**src/rtl/sifreleme_pkg.sv**
```systemverilog
// Shared types and helpers for the encryption-engine arbiter: state encoding,
// key-select width and a width helper for index and counter sizing.
package sifreleme_pkg;

    typedef enum logic [1:0] {
        BOSTA  = 2'd0,
        BASLAT = 2'd1,
        BEKLE  = 2'd2,
        TESLIM = 2'd3
    } durum_t;

    localparam int SECIM_W = 3;

    // Minimum 1 so that single-value ranges still get a real bit.
    function automatic int clog2(input int n);
        int r;
        r = 0;
        while ((1 << r) < n) r = r + 1;
        if (r < 1) r = 1;
        return r;
    endfunction

endpackage

```
**src/rtl/sifreleme_rr_secici.sv**
```systemverilog
// Combinational round-robin picker: first set request at or after the pointer,
// wrapping explicitly so non-power-of-two requester counts work.
module sifreleme_rr_secici
    import sifreleme_pkg::*;
#(
    parameter int ISTEMCI = 4,
    parameter int IDX_W   = 2
) (
    input  logic [ISTEMCI-1:0] istek,
    input  logic [IDX_W-1:0]   pointer,
    output logic               gecerli_secim,
    output logic [IDX_W-1:0]   secilen_index
);

    logic [2*ISTEMCI-1:0] cift;
    logic [ISTEMCI-1:0]   donmus;
    logic [IDX_W:0]       toplam;

    always_comb begin
        gecerli_secim = 1'b0;
        secilen_index = '0;
        toplam        = '0;
        // Rotating the doubled vector puts the pointer's requester at bit 0.
        cift   = {istek, istek} >> pointer;
        donmus = cift[ISTEMCI-1:0];
        for (int k = ISTEMCI - 1; k >= 0; k--) begin
            if (donmus[k]) begin
                toplam = {1'b0, pointer} + (IDX_W + 1)'(k);
                if (toplam >= (IDX_W + 1)'(ISTEMCI))
                    toplam = toplam - (IDX_W + 1)'(ISTEMCI);
                gecerli_secim = 1'b1;
                secilen_index = toplam[IDX_W-1:0];
            end
        end
    end

endmodule

```
**src/rtl/sifreleme_hakem.sv**
```systemverilog
// Round-robin arbiter/sequencer sharing one serial encryption engine: latches the
// winner's operands, starts the engine, gathers its LSB-first bits and returns them.
module sifreleme_hakem
    import sifreleme_pkg::*;
#(
    parameter int BIT         = 4,
    parameter int ISTEMCI     = 4,
    parameter int ZAMAN_ASIMI = 16
) (
    input  logic                       saat,
    input  logic                       reset,
    input  logic [ISTEMCI-1:0]         istek,
    input  logic [ISTEMCI*BIT-1:0]     istek_veri,
    input  logic [ISTEMCI-1:0]         istek_mod,
    input  logic [ISTEMCI*SECIM_W-1:0] istek_secim,
    output logic [ISTEMCI-1:0]         onay,
    output logic [BIT-1:0]             sonuc,
    output logic                       hata,
    output logic                       mesgul,
    output logic                       m_basla,
    output logic                       m_mod,
    output logic [BIT-1:0]             m_veri,
    output logic [SECIM_W-1:0]         m_secim,
    input  logic                       m_bit,
    input  logic                       m_gecerli
);

    localparam int IDX_W = clog2(ISTEMCI);
    localparam int BC_W  = clog2(BIT + 1);
    localparam int ZC_W  = clog2(ZAMAN_ASIMI + 1);

    localparam logic [ISTEMCI-1:0] TEK_ONAY = {{(ISTEMCI - 1){1'b0}}, 1'b1};

    durum_t              durum;
    logic [IDX_W-1:0]    pointer;
    logic [IDX_W-1:0]    secili;
    logic [BC_W-1:0]     bit_cnt;
    logic [ZC_W-1:0]     zaman_cnt;
    logic [BIT-1:0]      kaydirma;

    logic                gecerli_secim;
    logic [IDX_W-1:0]    secilen_index;
    logic [BIT-1:0]      sec_veri;
    logic                sec_mod;
    logic [SECIM_W-1:0]  sec_secim;
    logic [BIT-1:0]      yeni_kayit;
    logic                son_bit;
    logic                zaman_doldu;

    sifreleme_rr_secici #(
        .ISTEMCI (ISTEMCI),
        .IDX_W   (IDX_W)
    ) u_rr_secici (
        .istek         (istek),
        .pointer       (pointer),
        .gecerli_secim (gecerli_secim),
        .secilen_index (secilen_index)
    );

    always_comb begin
        sec_veri  = '0;
        sec_mod   = 1'b0;
        sec_secim = '0;
        for (int i = 0; i < ISTEMCI; i++) begin
            if (secilen_index == IDX_W'(i)) begin
                sec_veri  = istek_veri[i*BIT +: BIT];
                sec_mod   = istek_mod[i];
                sec_secim = istek_secim[i*SECIM_W +: SECIM_W];
            end
        end
    end

    // Shift register is cleared in BASLAT, so OR-ing the new bit in is a write.
    assign yeni_kayit  = kaydirma | ({{(BIT - 1){1'b0}}, m_bit} << bit_cnt);
    assign son_bit     = m_gecerli && (bit_cnt == BC_W'(BIT - 1));
    assign zaman_doldu = (zaman_cnt == ZC_W'(ZAMAN_ASIMI - 1));

    always_ff @(posedge saat) begin
        if (reset) begin
            durum     <= BOSTA;
            pointer   <= '0;
            secili    <= '0;
            bit_cnt   <= '0;
            zaman_cnt <= '0;
            kaydirma  <= '0;
            onay      <= '0;
            sonuc     <= '0;
            hata      <= 1'b0;
            mesgul    <= 1'b0;
            m_basla   <= 1'b0;
            m_mod     <= 1'b0;
            m_veri    <= '0;
            m_secim   <= '0;
        end else begin
            onay    <= '0;
            m_basla <= 1'b0;
            case (durum)
                BOSTA: begin
                    if (gecerli_secim) begin
                        secili  <= secilen_index;
                        m_veri  <= sec_veri;
                        m_mod   <= sec_mod;
                        m_secim <= sec_secim;
                        if (secilen_index == IDX_W'(ISTEMCI - 1))
                            pointer <= '0;
                        else
                            pointer <= secilen_index + 1'b1;
                        m_basla <= 1'b1;
                        mesgul  <= 1'b1;
                        durum   <= BASLAT;
                    end
                end
                BASLAT: begin
                    bit_cnt   <= '0;
                    zaman_cnt <= '0;
                    kaydirma  <= '0;
                    durum     <= BEKLE;
                end
                BEKLE: begin
                    zaman_cnt <= zaman_cnt + 1'b1;
                    if (m_gecerli) begin
                        kaydirma <= yeni_kayit;
                        bit_cnt  <= bit_cnt + 1'b1;
                    end
                    // A completed word wins over a timeout landing on the same cycle.
                    if (son_bit) begin
                        sonuc <= yeni_kayit;
                        hata  <= 1'b0;
                        onay  <= TEK_ONAY << secili;
                        durum <= TESLIM;
                    end else if (zaman_doldu) begin
                        sonuc <= '0;
                        hata  <= 1'b1;
                        onay  <= TEK_ONAY << secili;
                        durum <= TESLIM;
                    end
                end
                TESLIM: begin
                    sonuc  <= '0;
                    hata   <= 1'b0;
                    mesgul <= 1'b0;
                    durum  <= BOSTA;
                end
                default: durum <= BOSTA;
            endcase
        end
    end

endmodule

```
**config.mk**
```make
export PLATFORM = sky130hd
export DESIGN_NAME = sifreleme_hakem
export DESIGN_NICKNAME = d
export VERILOG_FILES = /design/src/rtl/sifreleme_pkg.sv /design/src/rtl/sifreleme_rr_secici.sv /design/src/rtl/sifreleme_hakem.sv
export SDC_FILE = /design/constraint.sdc
export NUM_CORES = 1
export LEC_CHECK = 0
export ABC_AREA = 1
export CORE_MARGIN = 2
export CORE_UTILIZATION = 48
export DETAILED_ROUTE_END_ITERATION = 8
export PLACE_DENSITY = 0.77
export SLEW_MARGIN = 15
export SYNTH_ARGS = -nofsm -noshare
export SYNTH_HDL_FRONTEND = slang
export SYNTH_SLANG_ARGS = --single-unit
```
**constraint.sdc**
```tcl
create_clock -name saat -period 2.95 [get_ports saat]
set_input_delay 0.59 -clock saat [delete_from_list [all_inputs] [get_ports saat]]
set_output_delay 0.59 -clock saat [all_outputs]
set_load 0.05 [all_outputs]
```
==> run summary <==
Counting along the longest clock path gives a buffer depth of 2. The placed wire-length estimate was 3.882 mm; the core area was 4086 um2. The vertical die dimension was 69.86 um; the met2 wire length was 2.493 mm. The first global-routing pass estimated 8.825 mm of wire. In this run the cell area measured after placement is 2710 um2. In this run the biggest area consumer among cell types represents 35.58% of the synthesized area. Distinct cell type count of the synthesized netlist: 33. TritonCTS built the clock tree. At the pin with the least slew margin, the transition time is 545.9 ps. Kind of capture point of the worst setup path: a flop.

The number of global-route vias before repair is 2,029, and the sink count of the clock tree is 37. The power density over the cells was 1051 nW/um2; the clock latency reported for the late side of the worst-skew pair was 290 ps. The number of nets handed over by synthesis was 340.

The largest driver fanout on the critical path was 8; the max-cap violation count was 0. Signal routing reaches up to met4. Yosys warning count: 0. Summed over all cells, the static leakage comes to 0.001221 uW. The endpoint identified for the worst register-to-register timing path is m_veri[3].

Setup violations remaining at the end of the flow were counted as 0. The aggregate global-route resource usage is 22.02%. The routed layout has 2,073 vias.

Once routing completed, OpenROAD measured the worst setup slack at 590.4 ps. Measured along the x axis, the die boundary spans 69.86 um. After synthesis, flip-flops and latches occupy 35.58% of the total area. The tools report the overall power of the completed layout as 2958 uW.

The run gives 18 as the pin count of the biggest net entering global routing. Setup repair after global routing left no endpoint under its margin. The finished cells cover 2814 um2. In this run the register-to-register setup slack is 790 ps. The initial antenna violation count is 0, and the maximum vdd drop is 0.0006239 V.

The critical path starts at istek[3]. Most area-hungry cell type in the Yosys netlist: sky130_fd_sc_hd__dfxtp_1. The tools report the count of placed standard cells including taps as 392.

After technology mapping, the gate count stands at 287. Counting the buffers created by CTS gives 5. The via density per instance works out to 5.195.

Data arrives at the worst endpoint at 2580 ps. The run gives 0 as the number of buffers added for setup after CTS. The worst register-to-register path has a depth of 14. After synthesis, the share of flip-flops with an asynchronous set or reset is 0%.

The detailed router put a total of 2.286 mm of wire on met1. Critical path capture point: m_veri[3]. The count of unresolved DRC violations after routing was 0.

The number of antenna repair diodes was 0; the endpoint required time on the critical path was 3170 ps. The routed design uses 206 um of met3 wire. In the synthesized netlist the dominant register cell turns out to be sky130_fd_sc_hd__dfxtp_1.

Share of post-route cells with drive strength above 1: 8.883%. Startpoint of the worst-slack reg-to-reg timing path: pointer[0]. Worst setup path category: primary input to flop.

Total grt overflow: 0. The run gives 50.95% as the starting utilization of the core area. The standard-cell row count was 23; the remaining max-slew budget at the tightest pin was 63.49%.

The synthesized design contains 0 enable-type register cells. The count of nets left with antenna violations once routing finished came out at 0. The die area was 4880 um2. The post-layout instance count excluding filler cells was 399; the mean instance size in the synthesized netlist was 7.254 um2. Startpoint kind of the worst setup timing path: a primary input.

In this run the count of I/O pins placed on the die edge is 59. The worst path in the final design needs a cycle of 2360 ps, including I/O delays and setup. Worst min-delay path class: flop to flop. The final count of hold timing violations came out at 0. In the post-synthesis netlist, the biggest area contributors are sky130_fd_sc_hd__dfxtp_1 36%, sky130_fd_sc_hd__nand2_1 10%, sky130_fd_sc_hd__a21oi_1 8.2%. The top achievable clock speed came out at 0.4238 GHz. For the worst slack after detailed placement, the log shows 294.2 ps. The share of the clock period used by the worst path after layout is 79.98%, and the maximum clock skew at final layout is 4.053 ps.

The routed design has 5.092 mm of wire. The clock slew seen by the registers of the worst setup and hold paths works out to 70 ps. In the final design database the tool counted 402 nets. The per-cell routed wire length is 12.76 um. Setup total negative slack on the finished layout was measured at 0 ps. The placer congestion estimate was 0.9278; the first-pass iteration count of the detailed router was 4. Synthesis inferred 37 register bits. Gates resized during post-CTS repair numbered 0. Layout-stage area growth over the synthesis result: 35.16%. Clock tree synthesis selected as its root buffer the cell sky130_fd_sc_hd__clkbuf_8. The number of port buffers is 58. The run gives 103 as the DRC marker count from the first detailed-route iteration.

The number of hold buffers added after CTS was 0. The run finished with clean final reports. The run gives 0 as the number of pins exceeding their max-slew limit in the final report. For the area of the mapped netlist, the log shows 2082 um2. The clock tree synthesis step divided the H-tree into 2 levels.
==> where the power goes <==
group,leakage (uW),internal [uW],switching [uW],total (uW)
Sequential,0.000303,620,94.2,714
Clock,0.0000540,246,174,420
Combinational,0.000865,661,1160,1820
==> worst min path at each step <==
stage                     cells after the start  endpoint  slack (ps)       from
after floorplan                               1   onay[1]         420  secili[1]
after global placement                        1   onay[1]         440  secili[1]
after detailed placement                      1   onay[1]         440  secili[1]
after CTS                                     1   onay[1]         460  secili[1]
after global routing                          1   onay[1]         470  secili[1]
final                                         1   onay[1]         460  secili[1]
==> worst max-delay path, cell delays in order <==
cell	delay, ps
sky130_fd_sc_hd__clkdlybuf4s50_1	490
sky130_fd_sc_hd__inv_1	60
sky130_fd_sc_hd__nand2_1	90
sky130_fd_sc_hd__nand3_1	120
sky130_fd_sc_hd__nand2_1	90
sky130_fd_sc_hd__inv_1	50
sky130_fd_sc_hd__nand2_1	50
sky130_fd_sc_hd__nand2_1	60
sky130_fd_sc_hd__nand2_1	100
sky130_fd_sc_hd__inv_1	70
sky130_fd_sc_hd__ha_1	190
sky130_fd_sc_hd__nor2_1	100
sky130_fd_sc_hd__buf_4	160
sky130_fd_sc_hd__nand2_1	60
sky130_fd_sc_hd__nand2_1	50
sky130_fd_sc_hd__o211ai_1	90
sky130_fd_sc_hd__a21oi_1	160
==> Yosys cell counts, types with 3 or more instances <==
master / n
sky130_fd_sc_hd__nor4_1: 4
sky130_fd_sc_hd__nand3_1: 17
sky130_fd_sc_hd__o21bai_1: 4
sky130_fd_sc_hd__ha_1: 13
sky130_fd_sc_hd__o21ai_1: 11
sky130_fd_sc_hd__dfxtp_1: 37
sky130_fd_sc_hd__nand2_2: 7
sky130_fd_sc_hd__inv_1: 37
sky130_fd_sc_hd__nor2_1: 19
sky130_fd_sc_hd__clkbuf_1: 3
sky130_fd_sc_hd__nor3b_1: 4
sky130_fd_sc_hd__nand2_1: 57
sky130_fd_sc_hd__a21oi_1: 34
sky130_fd_sc_hd__a21oi_2: 3
sky130_fd_sc_hd__o21ai_0: 4
sky130_fd_sc_hd__nor3_1: 3
sky130_fd_sc_hd__o211ai_1: 9
==> cells by family (layout without fill, tap and decap cells) <==
group                      Yosys count  count (layout)  share of synthesized area [%]
buffers and inverters               47             109                          9.795
AOI/OAI and AO/OA                   71              71                          20.25
and+or+nand+nor                    119             119                          26.56
adders and majority gates           13              13                          7.813
DFF                                 37              37                          35.58
==> layer usage <==
metal / global-route usage [%] / vias to the layer above
met5: 0 / -
met4: 8.333 / 0
met3: 3.608 / 13
met2: 39.15 / 49
met1: 26.48 / 937
li1: - / 1074
==> sequential cells by signal, summed over array words and instances, names as in the netlist <==
name	flops
zaman_cnt	5
kaydirma	4
m_veri	4
onay	4
sonuc	4
bit_cnt	3
m_secim	3
durum	2
pointer	2
secili	2
hata	1
m_basla	1
m_mod	1
mesgul	1
==> cell type report <==
cell class | count | area [um2]
Clock inverter | 2 | 35.03
Fill cell | 356 | 1272
Sequential cell | 37 | 740.7
Inverter | 39 | 151.4
Tap cell | 50 | 62.56
Multi-Input combinational cell | 203 | 1137
Timing Repair Buffer | 63 | 618.1
Clock buffer | 5 | 68.82
==> layout by cell type, fill, tap and decap left out, types with 5 or more instances in the layout <==
cell	n
sky130_fd_sc_hd__a21oi_1	34
sky130_fd_sc_hd__buf_4	5
sky130_fd_sc_hd__clkbuf_8	5
sky130_fd_sc_hd__clkdlybuf4s50_1	58
sky130_fd_sc_hd__dfxtp_1	37
sky130_fd_sc_hd__ha_1	13
sky130_fd_sc_hd__inv_1	37
sky130_fd_sc_hd__nand2_1	57
sky130_fd_sc_hd__nand2_2	7
sky130_fd_sc_hd__nand3_1	17
sky130_fd_sc_hd__nor2_1	19
sky130_fd_sc_hd__o211ai_1	9
sky130_fd_sc_hd__o21ai_1	11
==> stage by stage <==
step	utilization [%]	hold slack, ps
floorplan	-	423.0
global placement	66.32	440.7
detailed placement	66.32	442.4
CTS	68.86	456.4
global route	68.86	474.8
finish	68.86	463.9
No activity file was read; power rests on OpenSTA's default activity.
